### src/rtl/outer_prod_engine_pkg.sv
// Shared sizing and state encoding for the outer-product compute core.
// Operands are DW-bit unsigned; products are full 2*DW-bit width.
package outer_prod_engine_pkg;
  localparam int N     = 16;
  localparam int DW    = 4;
  localparam int PW    = 2 * DW;
  localparam int IDX_W = $clog2(N);
  localparam int CNT_W = $clog2(N * N);

  typedef enum logic [1:0] {
    IDLE,
    LOAD,
    CALC
  } state_t;
endpackage

### src/rtl/ope_operand_bank.sv
// N-entry A/B operand store: one indexed write port for loading and two
// combinational read ports (A by row, B by col).
module ope_operand_bank
  import outer_prod_engine_pkg::*;
(
  input  logic             clk2,
  input  logic             i_wr_en,
  input  logic [IDX_W-1:0] i_wr_idx,
  input  logic [DW-1:0]    i_wr_a,
  input  logic [DW-1:0]    i_wr_b,
  input  logic [IDX_W-1:0] i_rd_row,
  input  logic [IDX_W-1:0] i_rd_col,
  output logic [DW-1:0]    o_rd_a,
  output logic [DW-1:0]    o_rd_b
);
  logic [DW-1:0] r_a [N];
  logic [DW-1:0] r_b [N];

  // Operand contents are don't-care after reset, so no reset term here.
  for (genvar gi = 0; gi < N; gi++) begin : g_entry
    always_ff @(posedge clk2) begin
      if (i_wr_en && (i_wr_idx == IDX_W'(gi))) begin
        r_a[gi] <= i_wr_a;
        r_b[gi] <= i_wr_b;
      end
    end
  end

  assign o_rd_a = r_a[i_rd_row];
  assign o_rd_b = r_b[i_rd_col];
endmodule

### src/rtl/outer_prod_engine.sv
// Loads N A/B pairs, then streams C[i*N+j] = A[i]*B[j] row-major under
// valid/ready backpressure; returns to IDLE on the final transfer.
module outer_prod_engine
  import outer_prod_engine_pkg::*;
(
  input  logic          clk2,
  input  logic          rst,
  input  logic          in_valid,
  input  logic [DW-1:0] in_matrix_A,
  input  logic [DW-1:0] in_matrix_B,
  output logic          busy,
  output logic          out_valid,
  output logic [PW-1:0] out_matrix,
  input  logic          out_ready
);
  state_t r_state, w_state_next;
  logic [IDX_W-1:0] r_load_cnt, w_load_cnt_next;
  logic [IDX_W-1:0] r_row, w_row_next;
  logic [IDX_W-1:0] r_col, w_col_next;
  logic             r_out_valid, w_out_valid_next;
  logic [PW-1:0]    r_out_matrix, w_out_matrix_next;
  logic             r_busy, w_busy_next;

  logic             w_wr_en;
  logic [IDX_W-1:0] w_wr_idx;
  logic [IDX_W-1:0] w_adv_row, w_adv_col, w_rd_row, w_rd_col;
  logic [DW-1:0]    w_op_a, w_op_b;
  logic [PW-1:0]    w_product;
  logic             w_xfer, w_col_end, w_last;

  assign w_xfer    = r_out_valid & out_ready;
  assign w_col_end = (r_col == IDX_W'(N - 1));
  assign w_last    = w_col_end & (r_row == IDX_W'(N - 1));
  assign w_adv_col = w_col_end ? '0 : r_col + 1'b1;
  assign w_adv_row = w_col_end ? r_row + 1'b1 : r_row;

  // Read the indices that will be current after this edge, so the output
  // register always loads the product matching the advanced (row, col).
  assign w_rd_row  = w_xfer ? w_adv_row : r_row;
  assign w_rd_col  = w_xfer ? w_adv_col : r_col;
  assign w_product = PW'(w_op_a) * PW'(w_op_b);

  ope_operand_bank u_bank (
    .clk2     (clk2),
    .i_wr_en  (w_wr_en),
    .i_wr_idx (w_wr_idx),
    .i_wr_a   (in_matrix_A),
    .i_wr_b   (in_matrix_B),
    .i_rd_row (w_rd_row),
    .i_rd_col (w_rd_col),
    .o_rd_a   (w_op_a),
    .o_rd_b   (w_op_b)
  );

  always_comb begin
    w_state_next      = r_state;
    w_load_cnt_next   = r_load_cnt;
    w_row_next        = r_row;
    w_col_next        = r_col;
    w_out_valid_next  = r_out_valid;
    w_out_matrix_next = r_out_matrix;
    w_busy_next       = r_busy;
    w_wr_en           = 1'b0;
    w_wr_idx          = r_load_cnt;
    unique case (r_state)
      IDLE: begin
        if (in_valid) begin
          w_wr_en         = 1'b1;
          w_wr_idx        = '0;
          w_load_cnt_next = IDX_W'(1);
          w_busy_next     = 1'b1;
          w_state_next    = LOAD;
        end
      end
      LOAD: begin
        if (in_valid) begin
          w_wr_en = 1'b1;
          if (r_load_cnt == IDX_W'(N - 1)) begin
            // Row/col are still 0 here, so this is A[0]*B[0].
            w_load_cnt_next   = '0;
            w_out_valid_next  = 1'b1;
            w_out_matrix_next = w_product;
            w_state_next      = CALC;
          end else begin
            w_load_cnt_next = r_load_cnt + 1'b1;
          end
        end
      end
      CALC: begin
        if (w_xfer) begin
          if (w_last) begin
            w_row_next        = '0;
            w_col_next        = '0;
            w_out_valid_next  = 1'b0;
            w_out_matrix_next = '0;
            w_busy_next       = 1'b0;
            w_state_next      = IDLE;
          end else begin
            w_row_next        = w_adv_row;
            w_col_next        = w_adv_col;
            w_out_matrix_next = w_product;
          end
        end
      end
      default: w_state_next = IDLE;
    endcase
  end

  always_ff @(posedge clk2) begin
    if (rst) begin
      r_state      <= IDLE;
      r_load_cnt   <= '0;
      r_row        <= '0;
      r_col        <= '0;
      r_out_valid  <= 1'b0;
      r_out_matrix <= '0;
      r_busy       <= 1'b0;
    end else begin
      r_state      <= w_state_next;
      r_load_cnt   <= w_load_cnt_next;
      r_row        <= w_row_next;
      r_col        <= w_col_next;
      r_out_valid  <= w_out_valid_next;
      r_out_matrix <= w_out_matrix_next;
      r_busy       <= w_busy_next;
    end
  end

  assign busy       = r_busy;
  assign out_valid  = r_out_valid;
  assign out_matrix = r_out_matrix;
endmodule

### config.mk
export PLATFORM = sky130hd
export DESIGN_NAME = outer_prod_engine
export DESIGN_NICKNAME = d
export VERILOG_FILES = /design/src/rtl/outer_prod_engine_pkg.sv /design/src/rtl/ope_operand_bank.sv /design/src/rtl/outer_prod_engine.sv
export SDC_FILE = /design/constraint.sdc
export NUM_CORES = 1
export LEC_CHECK = 0
export BUFFER_PORTS_ARGS = -buffer_cell sky130_fd_sc_hd__buf_2
export CELL_PAD_IN_SITES_DETAIL_PLACEMENT = 1
export CELL_PAD_IN_SITES_GLOBAL_PLACEMENT = 1
export CORE_ASPECT_RATIO = 0.75
export CORE_MARGIN = 1
export CORE_UTILIZATION = 50
export DETAILED_ROUTE_END_ITERATION = 7
export GPL_ROUTABILITY_DRIVEN = 0
export PLACE_DENSITY_LB_ADDON = 0.15
export SLEW_MARGIN = 20
export SYNTH_ARGS = -nofsm -noshare
export SYNTH_HDL_FRONTEND = slang
export SYNTH_SLANG_ARGS = --single-unit
### constraint.sdc
create_clock -name clk2 -period 8.2 [get_ports clk2]
set_input_delay 1.64 -clock clk2 [delete_from_list [all_inputs] [get_ports clk2]]
set_output_delay 1.64 -clock clk2 [all_outputs]
set_load 0.01 [all_outputs]
Word-level counts from Yosys, hierarchy flattened
Memory sizes are Yosys's and may differ from the RTL's.
Index checks and enable logic that the tools add are counted.
{"block": "word_totals", "regBits": 24, "mem_bits_rw": 128, "word_cells": 252, "mem_count": 2}
{"memory": "u_bank.r_a", "depth": 16, "word_bits": 4, "read_ports": 1, "rd_clocked_by_memory_dff": 0, "write_ports": 1, "line_no": "ope_operand_bank.sv:16", "rtl": "logic [DW-1:0] r_a [N];"}
{"memory": "u_bank.r_b", "depth": 16, "word_bits": 4, "read_ports": 1, "rd_clocked_by_memory_dff": 0, "write_ports": 1, "line_no": "ope_operand_bank.sv:17", "rtl": "logic [DW-1:0] r_b [N];"}
{"block": "classes", "n_addsub": 3, "mul": 1, "eq_ne": 25, "muxes": 154, "n_bitwise": 2, "reduce_logical": 58}
{"cell": "2-to-1 mux 4 bit", "count": 71}
{"cell": "OR reduction 4 bit", "count": 30}
{"cell": "2-to-1 mux 1 bit", "count": 69}
{"cell": "== test 4 bit (second input constant)", "count": 11}
{"cell": "2-to-1 mux 8 bit", "count": 4}
{"cell": "== test 4 x 3 -> 1 bit (second input constant)", "count": 4}
{"cell": "logical AND 1 bit", "count": 16}
{"cell": "case mux 8 bit (2 select lines)", "count": 1}
{"cell": "adder 4 x 1 -> 4 bit (second input constant)", "count": 3}
{"cell": "2-to-1 mux 2 bit", "count": 5}
{"cell": "!= test 2 bit (second input constant)", "count": 5}
{"cell": "AND reduction 5 bit", "count": 2}
{"cell": "== test 4 x 2 -> 1 bit (second input constant)", "count": 2}
{"cell": "multiplier 4 x 4 -> 8 bit", "count": 1}
{"cell": "case mux 4 bit (2 select lines)", "count": 1}
{"cell": "AND reduction 4 bit", "count": 2}
{"cell": "case mux 2 bit (3 select lines)", "count": 1}
{"cell": "nonzero test 2 bit", "count": 3}
{"cell": "== test 4 x 1 -> 1 bit (second input constant)", "count": 1}
{"cell": "logical NOT 4 bit", "count": 1}
{"cell": "case mux 1 bit (2 select lines)", "count": 2}
{"cell": "AND reduction 3 bit", "count": 1}
{"cell": "AND 1 bit", "count": 2}
{"cell": "== test 2 x 1 -> 1 bit (second input constant)", "count": 1}
{"cell": "4 further kinds", "count": 4}

Depth between registers and ports, before layout
Gate-level depths: netlist (run 1).
{"block": "depth", "word_depth": 22, "depth_mapped": 20}

By module
A second synthesis (run 1) with hierarchy kept.
{"block": "unflattened", "cells_unflattened": 430, "hier_area_um2": 6726.5}
{"module": "ope_operand_bank", "instances": 1, "cells_each": 229, "area_each_um2": 5062.4}
{"module": "outer_prod_engine", "instances": 1, "cells_each": 201, "area_each_um2": 1664.1}

Least setup slack after synthesis (run 1)
No wires, ideal clock.
{"block": "synth_path", "kind": "input to register", "startpoint": "input port out_ready", "endpoint": "register r_out_matrix[7], in the netlist out_matrix[7]", "setup_time_ns": 0.128, "t_arrival_ns": 5.429, "t_required_ns": 8.072, "path_slack_ns": 2.644, "stages": 20, "path_cell_list": "nand2_2 -> buf_6 -> nor2_1 -> mux2i_1 -> clkbuf_1 -> mux4_2 -> a22oi_1 -> nand2_1 -> nand2_1 -> fa_1 -> inv_1 -> fa_1 -> ha_1 -> a21o_1 -> a21oi_1 -> o21bai_1 -> a21oi_1 -> xnor2_1 -> a22oi_1 -> nor2_1"}
{"block": "synth_via", "elab_chain_cells": 7, "elab_cells_between_ends": 13, "classes_between": "mul: 1; eq/ne: 1; mux: 7; bitwise: 1; reduce/logical: 1; memory: 2"}
{"item": "from (decl)", "line_no": "outer_prod_engine.sv:14", "rtl": "input logic out_ready"}
{"item": "AND 1 bit *", "line_no": "outer_prod_engine.sv:31", "rtl": "assign w_xfer = r_out_valid & out_ready;"}
{"item": "2-to-1 mux 4 bit, on equally long branches", "line_no": "outer_prod_engine.sv:39, outer_prod_engine.sv:40"}
{"item": "memory (16 x 4 bit), on equally long branches"}
{"item": "multiplier 4 x 4 -> 8 bit", "line_no": "outer_prod_engine.sv:41", "rtl": "assign w_product = PW'(w_op_a) * PW'(w_op_b);"}
{"item": "2-to-1 mux 8 bit, on equally long branches", "line_no": "outer_prod_engine.sv:91, outer_prod_engine.sv:78"}
{"item": "2-to-1 mux 8 bit, on equally long branches", "line_no": "outer_prod_engine.sv:90, outer_prod_engine.sv:76"}
{"item": "case mux 8 bit (2 select lines)", "line_no": "outer_prod_engine.sv:65", "rtl": "unique case (r_state)"}
{"item": "to (signal assigned)", "line_no": "outer_prod_engine.sv:124", "rtl": "r_out_matrix <= w_out_matrix_next;"}
{"item": "to (decl)", "line_no": "outer_prod_engine.sv:21", "rtl": "logic [PW-1:0] r_out_matrix, w_out_matrix_next;"}
Mark *: on every way between the ends. The rest lies on a longest branch, timed or not. The select of a mux whose other input is x is not followed.
A chain may end at the register's enable or synchronous reset.

Worst setup path in the final report (run 1)
Ends and elaborated chain as after synthesis.

==> results of run 1 <==
final timing paths:
path | slack (ps) | startpoint | cells past startpoint | endpoint
max | 2170 | out_ready | 19 | out_matrix[7]
max reg2reg | 2550 | r_col[0] | 19 | out_matrix[7]
min reg2reg | 460 | out_matrix[0] | 2 | out_matrix[0]
min | 460 | out_matrix[0] | 2 | out_matrix[0]
power breakdown:
group / switching, mW / total [mW] / internal [mW]
sequential: 0.00375 / 0.845 / 0.842
combinational: 0.0397 / 0.0636 / 0.0239
clock: 0.312 / 0.722 / 0.410
total: 0.355 / 1.63 / 1.28
stage by stage:
| stage | std cells | util (%) | cell area, sq um | total power, mW | hold WS [ps] |
|---|---|---|---|---|---|
| 2_1_floorplan | 472 | - | 6912 | 0.9005 | 426.4 |
| 3_3_place_gp | 648 | 54.30 | 7191 | 0.9230 | 444.1 |
| 3_5_place_dp | 648 | 54.33 | 7194 | 0.9251 | 451.5 |
| 4_1_cts | 679 | 58.37 | 7730 | 1.642 | 460.3 |
| 5_1_grt | 679 | 58.52 | 7750 | 1.675 | 487.5 |
| 6_report | 679 | 58.52 | 7750 | 1.631 | 455.4 |
cell usage after synthesis (2+ instances only):
library cell  count  area share, %
ha_1             15            2.7
buf_6             3           0.49
nand3_1          13           0.94
o22ai_1           2           0.18
a22oi_1          17            1.8
o211ai_1          3           0.33
mux4_2           17            5.5
dfxtp_1          24            7.0
o21ai_0          10           0.72
inv_1            10           0.54
clkbuf_1         13           0.71
a21o_1            2           0.22
or3_1             3           0.27
a32oi_1           3           0.38
and3_1            2           0.18
a22o_1            4           0.51
nor2b_1           4           0.36
xor2_1            4           0.51
nor3_2            2           0.29
buf_2             6           0.43
nand4_1           5           0.45
o211a_1           2           0.29
nand2b_1         14            1.3
edfxtp_1        128             56
mux2i_1          11            1.6
nand4b_1          4           0.51
nor3_1            4           0.29
xnor2_1           6           0.76
a21oi_1          17            1.2
a311oi_1          3           0.38
nor4_1            3           0.27
nand3b_1          3           0.33
mux4_1           12            4.6
nor2_1           37            2.0
nand2_1          30            1.6
fa_1              4            1.2
a211oi_1          7           0.76
and2_1           10           0.91
layer usage:
layer | vias to the layer above | GRT usage (%)
met5 | - | 0
met4 | 0 | 8.851
met1 | 2132 | 34.86
met3 | 24 | 5.825
li1 | 1892 | -
met2 | 122 | 37.87
cell type report:
type / count / area share (%)
clock buffers: 17 / 5.489
well taps: 171 / 2.761
flip-flops and latches: 152 / 55.81
clock inverters: 14 / 1.421
multi-input cells: 288 / 32.10
inverters: 10 / 0.4843
repair buffers: 27 / 1.937
sequential cells by signal (all words and copies together), names as in the netlist:
signal / flops
u_bank.r_a: 64
u_bank.r_b: 64
out_matrix: 8
r_col: 4
r_load_cnt: 4
r_row: 4
r_state: 2
busy: 1
out_valid: 1
tightest hold or removal path: stages (launching register included):
cell and delay (ps):
dfxtp_1 310, nand2_1 50, a21oi_1 50
cells by family after synthesis:
group	Yosys count	synth area share (%)
flops	152	62.56
simple gates	141	10.54
compound gates	77	7.658
mux	40	11.69
buf+inv	32	2.172
fa+ha+maj	19	3.874
xor+xnor	11	1.503
==> summary.md, run 1 <==
| Metric | Value |
|---|---|
| Outcome | finished, final reports clean |
| Initial detailed-routing violation count | 305 |
| Slowest CP cell | mux4_1 |
| Critical Path RT | 8520 ps |
| Seq cells post-synth | 152 |
| Avg Inst Size Synth | 14.64 sq um |
| Warnings, synthesis | 0 |
| Final hold viol count | 0 |
| Commonest cells after routing, fill and taps aside | 128 x edfxtp_1, 34 x nor2_1, 30 x nand2_1 |
| Post-CTS sizing | 0 |
| Clock Skews | 11.79 ps |
| Drt total wl | 16.16 mm |
| Drt pass-1 iters | 5 |
| Min-Delay Path Class | reg -> reg |
| Post-CTS Setup Repair Bufs | 0 |
| Total CTS buffers | 17 |
| Largest net degree at the start of global routing | 38 |
| Maximum vdd drop | 0.0001833 V |
| Final ANT Viol Nets | 0 |
| CTS clk-pin slew, worst paths | 60 ps |
| Max Cap Viol | 0 |
| Root Buffer | clkbuf_16 |
| PwrDens | 210.5 nW/um^2 |
| Routed vias | 4170 |
| Uppermost layer routed | met4 |
| Initial antenna violation count | 0 |
| Final worst-path cycle share | 73.55% |
| CP top delay family | adder cells |
| Cts hold-fix bufs | 0 |
| Post-synth EDFFs | 128 |
| Clock Sinks | 152 |
| Worst slew pin tran | 1099 ps |
| Syn Nets | 503 |
| Setup TNS | 0 ps |
| I/O Pins | 22 |
| Layout cells sized above 1 | 17.91% |
| Largest fanout on the critical path | 14 |
| Pleak | 2.697 nW |
| RSZ-0062 raised after global routing | false |
| Critical path class | in -> reg |
| Synth Instances | 472 |
| Post-Syn Area | 6912 sq um |
| All-Layer GR Usage | 24.85% |
| Drt wl/cell | 23.80 um |
| Async set-reset flop share out of synthesis | 0% |
| Die Wd | 137.8 um |
| Met3 Wirelength | 943 um |
| Multi-input gate area | 2487 sq um |
| Ys flop type | edfxtp_1 |
| Metal-1 WL | 7.470 mm |
| Hpwl dp | 10.28 mm |
| Diodes inserted | 0 |
| Final setup margin | 2169 ps |
| Seq/Total Area, Yosys | 62.56% |
| Crit path DAT | 6350 ps |
| Max-slew violations | 0 |
| Die height | 103.8 um |
| CTS tree | yes |
| First-pass GRT wire length | 24.86 mm |
| # rows | 36 |
| I/O Buffers | 21 |
| Number of global-route vias before repair | 4245 |
| CP endpoint kind | flop |
| Crit path cell chain | buf_2 -> nand2_2 -> nor3_2 -> xor2_4 -> mux4_1 -> a22oi_1 -> nand2_1 -> nand2_1 -> fa_1 -> inv_1 -> fa_1 -> ha_1 -> a21o_1 -> a21oi_1 -> o21bai_1 -> a21oi_1 -> xnor2_1 -> a22oi_1 -> nor2_1 |
| Final setup violation count | 0 |
| Worst skew pair latency | 440 ps |
| Post-route DRC | 0 |
| Max Clock Freq | 165.8 MHz |
| Core ar. | 13240 sq um |
| Crit-path max cell delay | 640 ps |
| Avg Vias per Cell | 6.141 |
| Die area | 14300 sq um |
| Commonest non-fill, non-tap cell in the layout | edfxtp_1 |
| Final net count | 527 |
| Clock buffer depth | 2 |
| Area growth syn-to-layout | 12.13% |
| CP Launch Type | input pin |
| Worst Path Buf+Inv | 2 |
| Register area | 4325 sq um |
| Place WS | 1489 ps |
| Starting density of the core | 52.19% |
| Filler cell count | 1295 |
| Unique masters post-synth | 53 |
| Grt ovf | 0 |
| H-tree lvl count | 4 |
| Relative slew margins | 26.31% |
| Met2 WL | 7.493 mm |
| Crit path time final | 6031 ps |
(Power assumes the default switching activity.)
==> run 2, diff against run 1 <==
- clock period: 8.2 -> 6 ns (I/O delays scaled with it)
==> run 2 against run 1 <==
Against the previous run: non-clock buffer count up 6; worst hold slack worse by 0.59 ps; wire length up 5.7%; critical path depth up 2; clock-buffer cell count unchanged; critical endpoint unchanged; critical path type is now reg -> reg; clock skew down 2.6 ps; cell area up 0.90%; sequential power up 37%.
==> summary.md, run 2 (synthesis results as in run 1) <==
| Metric | Value |
|---|---|
| Commonest non-fill, non-tap cell in the layout | edfxtp_1 |
| Root Buffer | clkbuf_16 |
| Final ANT Viol Nets | 0 (unchanged) |
| Post-CTS Setup Repair Bufs | 0 (unchanged) |
| Worst slew pin tran | 1154 ps (+55.39 ps) |
| Max Cap Viol | 0 (unchanged) |
| CTS clk-pin slew, worst paths | 60 ps (about the same) |
| CP Launch Type | flop |
| Diodes inserted | 0 (unchanged) |
| Worst skew pair latency | 420 ps (-20 ps) |
| Initial antenna violation count | 0 (unchanged) |
| Clock Sinks | 152 (unchanged) |
| Avg Vias per Cell | 6.184 (+0.69%) |
| Post-route DRC | 0 (unchanged) |
| Place WS | 250.9 ps (-1239 ps) |
| R2R Setup Slk | 500 ps (-2050 ps) |
| Crit-path max cell delay | 550 ps (-90 ps) |
| Filler cell count | 1272 (-1.8%) |
| Min-Delay Path Class | reg -> reg |
| Cts hold-fix bufs | 0 (unchanged) |
| Relative slew margins | 22.77% (-3.5 points) |
| Number of global-route vias before repair | 4315 (+1.6%) |
| Post-CTS sizing | 0 (unchanged) |
| Die height | 103.8 um (unchanged) |
| Worst Path Buf+Inv | 3 (+1) |
| Largest net degree at the start of global routing | 37 (-2.6%) |
| Critical path class | reg -> reg |
| I/O Pins | 22 (unchanged) |
| Max Clock Freq | 181.9 MHz |
| Setup TNS | 0 ps (unchanged) |
| Die Wd | 137.8 um (unchanged) |
| Total CTS buffers | 17 (unchanged) |
| Grt ovf | 0 (unchanged) |
| I/O Buffers | 21 (unchanged) |
| Clock Skews | 9.147 ps (-2.647 ps) |
| PwrDens | 289.4 nW/um^2 (+38%) |
| Critical Path RT | 6300 ps (-2220 ps) |
| Crit path time final | 5499 ps |
| CP endpoint kind | flop |
| Core ar. | 13240 sq um (unchanged) |
| Routed vias | 4242 (+1.7%) |
| Crit path cell chain | ha_1 -> and3_2 -> nor3_2 -> a21oi_2 -> buf_4 -> buf_4 -> mux4_2 -> mux2i_1 -> mux2i_1 -> nand2_1 -> fa_1 -> inv_1 -> fa_1 -> ha_1 -> a21o_1 -> a21oi_1 -> o21bai_1 -> a21oi_1 -> xnor2_1 -> a22oi_1 -> nor2_1 |
| Max-slew violations | 0 (unchanged) |
| Outcome | finished, final reports clean |
| RSZ-0062 raised after global routing | false |
| Pleak | 2.737 nW (+1.5%) |
| Crit path DAT | 5800 ps (-550 ps) |
| CTS tree | yes |
| Starting density of the core | 52.19% (unchanged) |
| Final net count | 533 (+1.1%) |
| Area growth syn-to-layout | 13.14% |
| Initial detailed-routing violation count | 461 (+51%) |
| Layout cells sized above 1 | 17.86% (-0.049 points) |
| Largest fanout on the critical path | 21 (+7) |
| # rows | 36 (unchanged) |
| Final worst-path cycle share | 91.65% |
| Die area | 14300 sq um (unchanged) |
| Drt pass-1 iters | 4 (-1) |
| Slowest CP cell | mux4_2 |
| Final hold viol count | 0 (unchanged) |
| Final setup margin | 501.1 ps (-1668 ps) |
| Maximum vdd drop | 0.0002192 V (+20%) |
| Drt wl/cell | 24.91 um (+4.7%) |
| Placed instance count | 654 (+0.93%) |
| CP top delay family | adder cells |
| H-tree lvl count | 4 (unchanged) |
| First-pass GRT wire length | 26.00 mm (+4.6%) |
| Commonest cells after routing, fill and taps aside | 128 x edfxtp_1, 36 x nor2_1, 30 x nand2_1 |
| Final setup violation count | 0 (unchanged) |
| Cell Count, Final, Fillers Out | 686 (+1.0%) |
| Clock buffer depth | 2 (unchanged) |
| Dpl cell area | 7252 sq um (+0.80%) |
| Drt total wl | 17.09 mm (+5.7%) |
| Hpwl dp | 11.70 mm (+14%) |
| Finished Cell Area | 7820 sq um (+0.90%) |
| All-Layer GR Usage | 25.97% (+1.1 points) |
==> run 2: cell count changes in the layout (fill, tap and decap cells not counted), sizes merged <==
cell,change
inv,-1
bufinv,+1
buf,+6
clkinvlp,+1
==> run 2: report_power, final <==
group	internal [mW]	switching (mW)
Combinational	0.0329	0.0571
Clock	0.603	0.414
Sequential	1.15	0.00563
==> run 2: cell type report <==
| type | count | area [sq um] | share of cell area (%) |
|---|---|---|---|
| flip-flops and latches | 152 | 4324 | 55.30 |
| multi-input cells | 288 | 2462 | 31.49 |
| clock buffers | 17 | 425.4 | 5.440 |
| repair buffers | 33 | 220.2 | 2.816 |
| well taps | 171 | 214.0 | 2.736 |
| clock inverters | 15 | 136.4 | 1.744 |
| inverters | 10 | 37.54 | 0.4800 |
==> run 2: worst register-to-register path, cell delays in order, from the launching register on <==
cell      delay, ps
dfxtp_1         520
ha_1            340
and3_2          500
nor3_2          110
a21oi_2         120
buf_4           210
buf_4           260
mux4_2          550
mux2i_1         210
mux2i_1         210
nand2_1         170
fa_1            420
inv_1            90
fa_1            410
ha_1            310
a21o_1          180
a21oi_1         230
o21bai_1        100
a21oi_1         170
xnor2_1          80
a22oi_1         150
nor2_1           50
==> run 2: final timing paths <==
kind | start | endpoint | cells past startpoint
max | r_col[0] | out_matrix[7] | 21
min | out_matrix[0] | out_matrix[0] | 2
max reg2reg | r_col[0] | out_matrix[7] | 21
min reg2reg | out_matrix[0] | out_matrix[0] | 2
==> run 2: metal layers <==
metal  track usage (%)  part of all wire [%]  up-vias
li1                  -                     -     1907
met1             37.66                    46     2192
met2             38.77                    47      121
met3             5.433                   5.3       22
met4             9.317                   1.9        0
met5                 0                     0        -
==> run 2: metrics by stage <==
stage | hold slack, ps | util [%] | power (mW)
floorplan | 426.4 | - | 1.231
finish | 454.8 | 59.05 | 2.263
global route | 472.5 | 59.05 | 2.329
global placement | 449.4 | 54.76 | 1.264
CTS | 459.0 | 59.00 | 2.278
detailed placement | 450.5 | 54.76 | 1.269
==> run 3, diff against run 2 <==
- PLACE_DENSITY: default -> 0.82
- PLACE_DENSITY_LB_ADDON: 0.15 -> default
==> run 3 against run 2 <==
Against the previous run: die area is the same; non-clock buffer count fell by 2; critical path depth down 3; fmax shrank 1.4%; sequential power hardly changed; final cell count is 0.44% lower; highest routed layer unchanged.
==> summary.md, run 3 (synthesis results as in run 1) <==
| Metric | Value |
|---|---|
| Outcome | finished, final reports clean |
| Final net count | 531 (-0.38%) |
| Filler cell count | 1267 (-0.39%) |
| Avg Vias per Cell | 6.381 (+3.2%) |
| H-tree lvl count | 4 (unchanged) |
| # rows | 36 (unchanged) |
| Grt ovf | 0 (unchanged) |
| Critical path class | reg -> reg |
| Max-slew violations | 0 (unchanged) |
| Post-route DRC | 0 (unchanged) |
| R2R Setup Slk | 420 ps (-80 ps) |
| Commonest non-fill, non-tap cell in the layout | edfxtp_1 |
| Number of global-route vias before repair | 4442 (+2.9%) |
| Post-CTS Setup Repair Bufs | 0 (unchanged) |
| Cts hold-fix bufs | 0 (unchanged) |
| Multi-input gate area | 2446 sq um (-0.66%) |
| Initial antenna violation count | 0 (unchanged) |
| Final hold viol count | 0 (unchanged) |
| Area growth syn-to-layout | 13.18% (about the same) |
| Layout cells sized above 1 | 17.38% (-0.48 points) |
| Met1 GRT Util | 35.45% (-2.2 points) |
| CP Launch Type | flop |
| Clock buffer depth | 2 (unchanged) |
| All-Layer GR Usage | 25.89% (-0.085 points) |
| I/O Buffers | 21 (unchanged) |
| Diodes inserted | 0 (unchanged) |
| Commonest cells after routing, fill and taps aside | 128 x edfxtp_1, 36 x nor2_1, 30 x nand2_1 |
| RSZ-0062 raised after global routing | false |
| Dpl cell area | 7212 sq um (-0.55%) |
| M2 GR Usage | 40.13% (+1.4 points) |
| Pwr Total | 2.362 mW (+4.3%) |
| Drt wl/cell | 25.20 um (+1.2%) |
| Die height | 103.8 um (unchanged) |
| Met3 Use GR | 5.972% (+0.54 points) |
| Die area | 14300 sq um (unchanged) |
| Worst slew pin tran | 1124 ps (-29.96 ps) |
| Crit-path max cell delay | 830 ps (+280 ps) |
| Largest fanout on the critical path | 14 (-33%) |
| Die Wd | 137.8 um (unchanged) |
| Worst skew pair latency | 430 ps (about the same) |
| Hold_sp | out_matrix[0] |
| Root Buffer | clkbuf_16 |
| R2R depth | 18 (-14%) |
| CP endpoint kind | flop |
| Slowest CP cell | o21ai_0 |
| Routed vias | 4358 (+2.7%) |
| Crit path DAT | 5880 ps (+80 ps) |
| Relative slew margins | 24.78% (+2.0 points) |
| Pleak | 2.751 nW (+0.54%) |
| Hpwl dp | 11.11 mm (-5.0%) |
| Total CTS buffers | 17 (unchanged) |
| Hold Path Cell Cnt | 2 (unchanged) |
| Final worst-path cycle share | 92.96% (+1.3 points) |
| Drt pass-1 iters | 5 (+1) |
| Hold path endpoint | out_matrix[0] |
| Min-Delay Path Class | reg -> reg |
| Clock Skews | 5.312 ps (-3.835 ps) |
| First-pass GRT wire length | 25.97 mm (-0.11%) |
| Max Clock Freq | 179.3 MHz (-1.4%) |
| Register area | 4324 sq um (unchanged) |
| Crit Reg-Reg Startpoint | r_col[0] |
| Gr busiest metal | met2 |
| I/O Pins | 22 (unchanged) |
| Setup TNS | 0 ps (unchanged) |
| RR Endpoint | out_matrix[7] |
| Final setup violation count | 0 (unchanged) |
| Critical Path RT | 6300 ps (about the same) |
| Drt total wl | 17.21 mm (+0.71%) |
| Post-CTS sizing | 0 (unchanged) |
| Crit path cell chain | ha_1 -> nand3_2 -> o21ai_0 -> a32oi_1 -> o211a_1 -> nor4_2 -> nand2b_1 -> fa_1 -> inv_1 -> fa_1 -> ha_1 -> a21o_1 -> a21oi_1 -> o21bai_1 -> a21oi_1 -> xnor2_1 -> a22oi_1 -> nor2_1 |
| Final ANT Viol Nets | 0 (unchanged) |
| Finished Cell Area | 7823 sq um (about the same) |
| Initial detailed-routing violation count | 483 (+4.8%) |
| Largest net degree at the start of global routing | 37 (unchanged) |
| Clock Sinks | 152 (unchanged) |
| PwrDens | 301.9 nW/um^2 (+4.3%) |
| Crit path time final | 5578 ps (+78.83 ps) |
| Starting density of the core | 52.19% (unchanged) |
| Core ar. | 13240 sq um (unchanged) |
| CTS clk-pin slew, worst paths | 60 ps (about the same) |
| Maximum vdd drop | 0.0002252 V (+2.8%) |
| CTS tree | yes |
| Max Cap Viol | 0 (unchanged) |
==> run 3: cell types whose count changed in the layout (fill, tap and decap cells not counted), sizes merged <==
cell | previous run | this run
buf | 33 | 31
clkinvlp | 5 | 3
clkinv | 8 | 5
bufinv | 2 | 4
inv | 10 | 11
clkbuf | 17 | 18
==> run 3: worst max-delay path by stage <==
stage,start,endpoint,slack (ps),depth (start not counted)
floorplan,out_ready,out_matrix[7],880,20
global placement,out_ready,out_matrix[7],470,20
detailed placement,out_ready,out_matrix[7],260,20
CTS,r_col[0],out_matrix[7],510,18
global route,r_col[0],out_matrix[7],110,18
finish,r_col[0],out_matrix[7],420,18
==> run 3: worst max-delay path: cells and delay by family (launching register included) <==
| family | cells | cell delay (ps) |
|---|---|---|
| flops | 1 | 480 |
| compound gates | 8 | 2100 |
| fa+ha+maj | 4 | 1500 |
| simple gates | 4 | 1130 |
| buf+inv | 1 | 130 |
| xor+xnor | 1 | 80 |
==> run 3: routing by layer <==
| layer | share of wire [%] | vias up |
|---|---|---|
| li1 | - | 1911 |
| met1 | 43 | 2222 |
| met2 | 48 | 195 |
| met3 | 6.8 | 30 |
| met4 | 2.1 | 0 |
| met5 | 0 | - |
==> run 3: metrics by stage <==
step | util (%) | cells | setup WS [ps] | hold slack [ps]
floorplan | - | 472 | 883.8 | 426.4
global placement | 54.46 | 652 | 468.4 | 442.7
global route | 59.07 | 683 | 108.5 | 509.9
detailed placement | 54.46 | 652 | 262.2 | 466.2
CTS | 59.05 | 683 | 505.7 | 476.1
finish | 59.07 | 683 | 422.3 | 477.2
==> run 3: layout make-up <==
cell class / instances / area share, %
clock buffer: 18 / 5.486
clock inverter: 13 / 2.287
inverter: 10 / 0.4798
multi-input combinational: 288 / 31.27
sequential: 152 / 55.28
tap: 171 / 2.735
timing repair buffer: 31 / 2.463
==> run 3: power breakdown <==
part           internal, mW  total [mW]  switching (mW)
clock network         0.691        1.11           0.424
registers              1.15        1.16         0.00520
logic                0.0329      0.0914          0.0584
total                  1.87        2.36           0.488
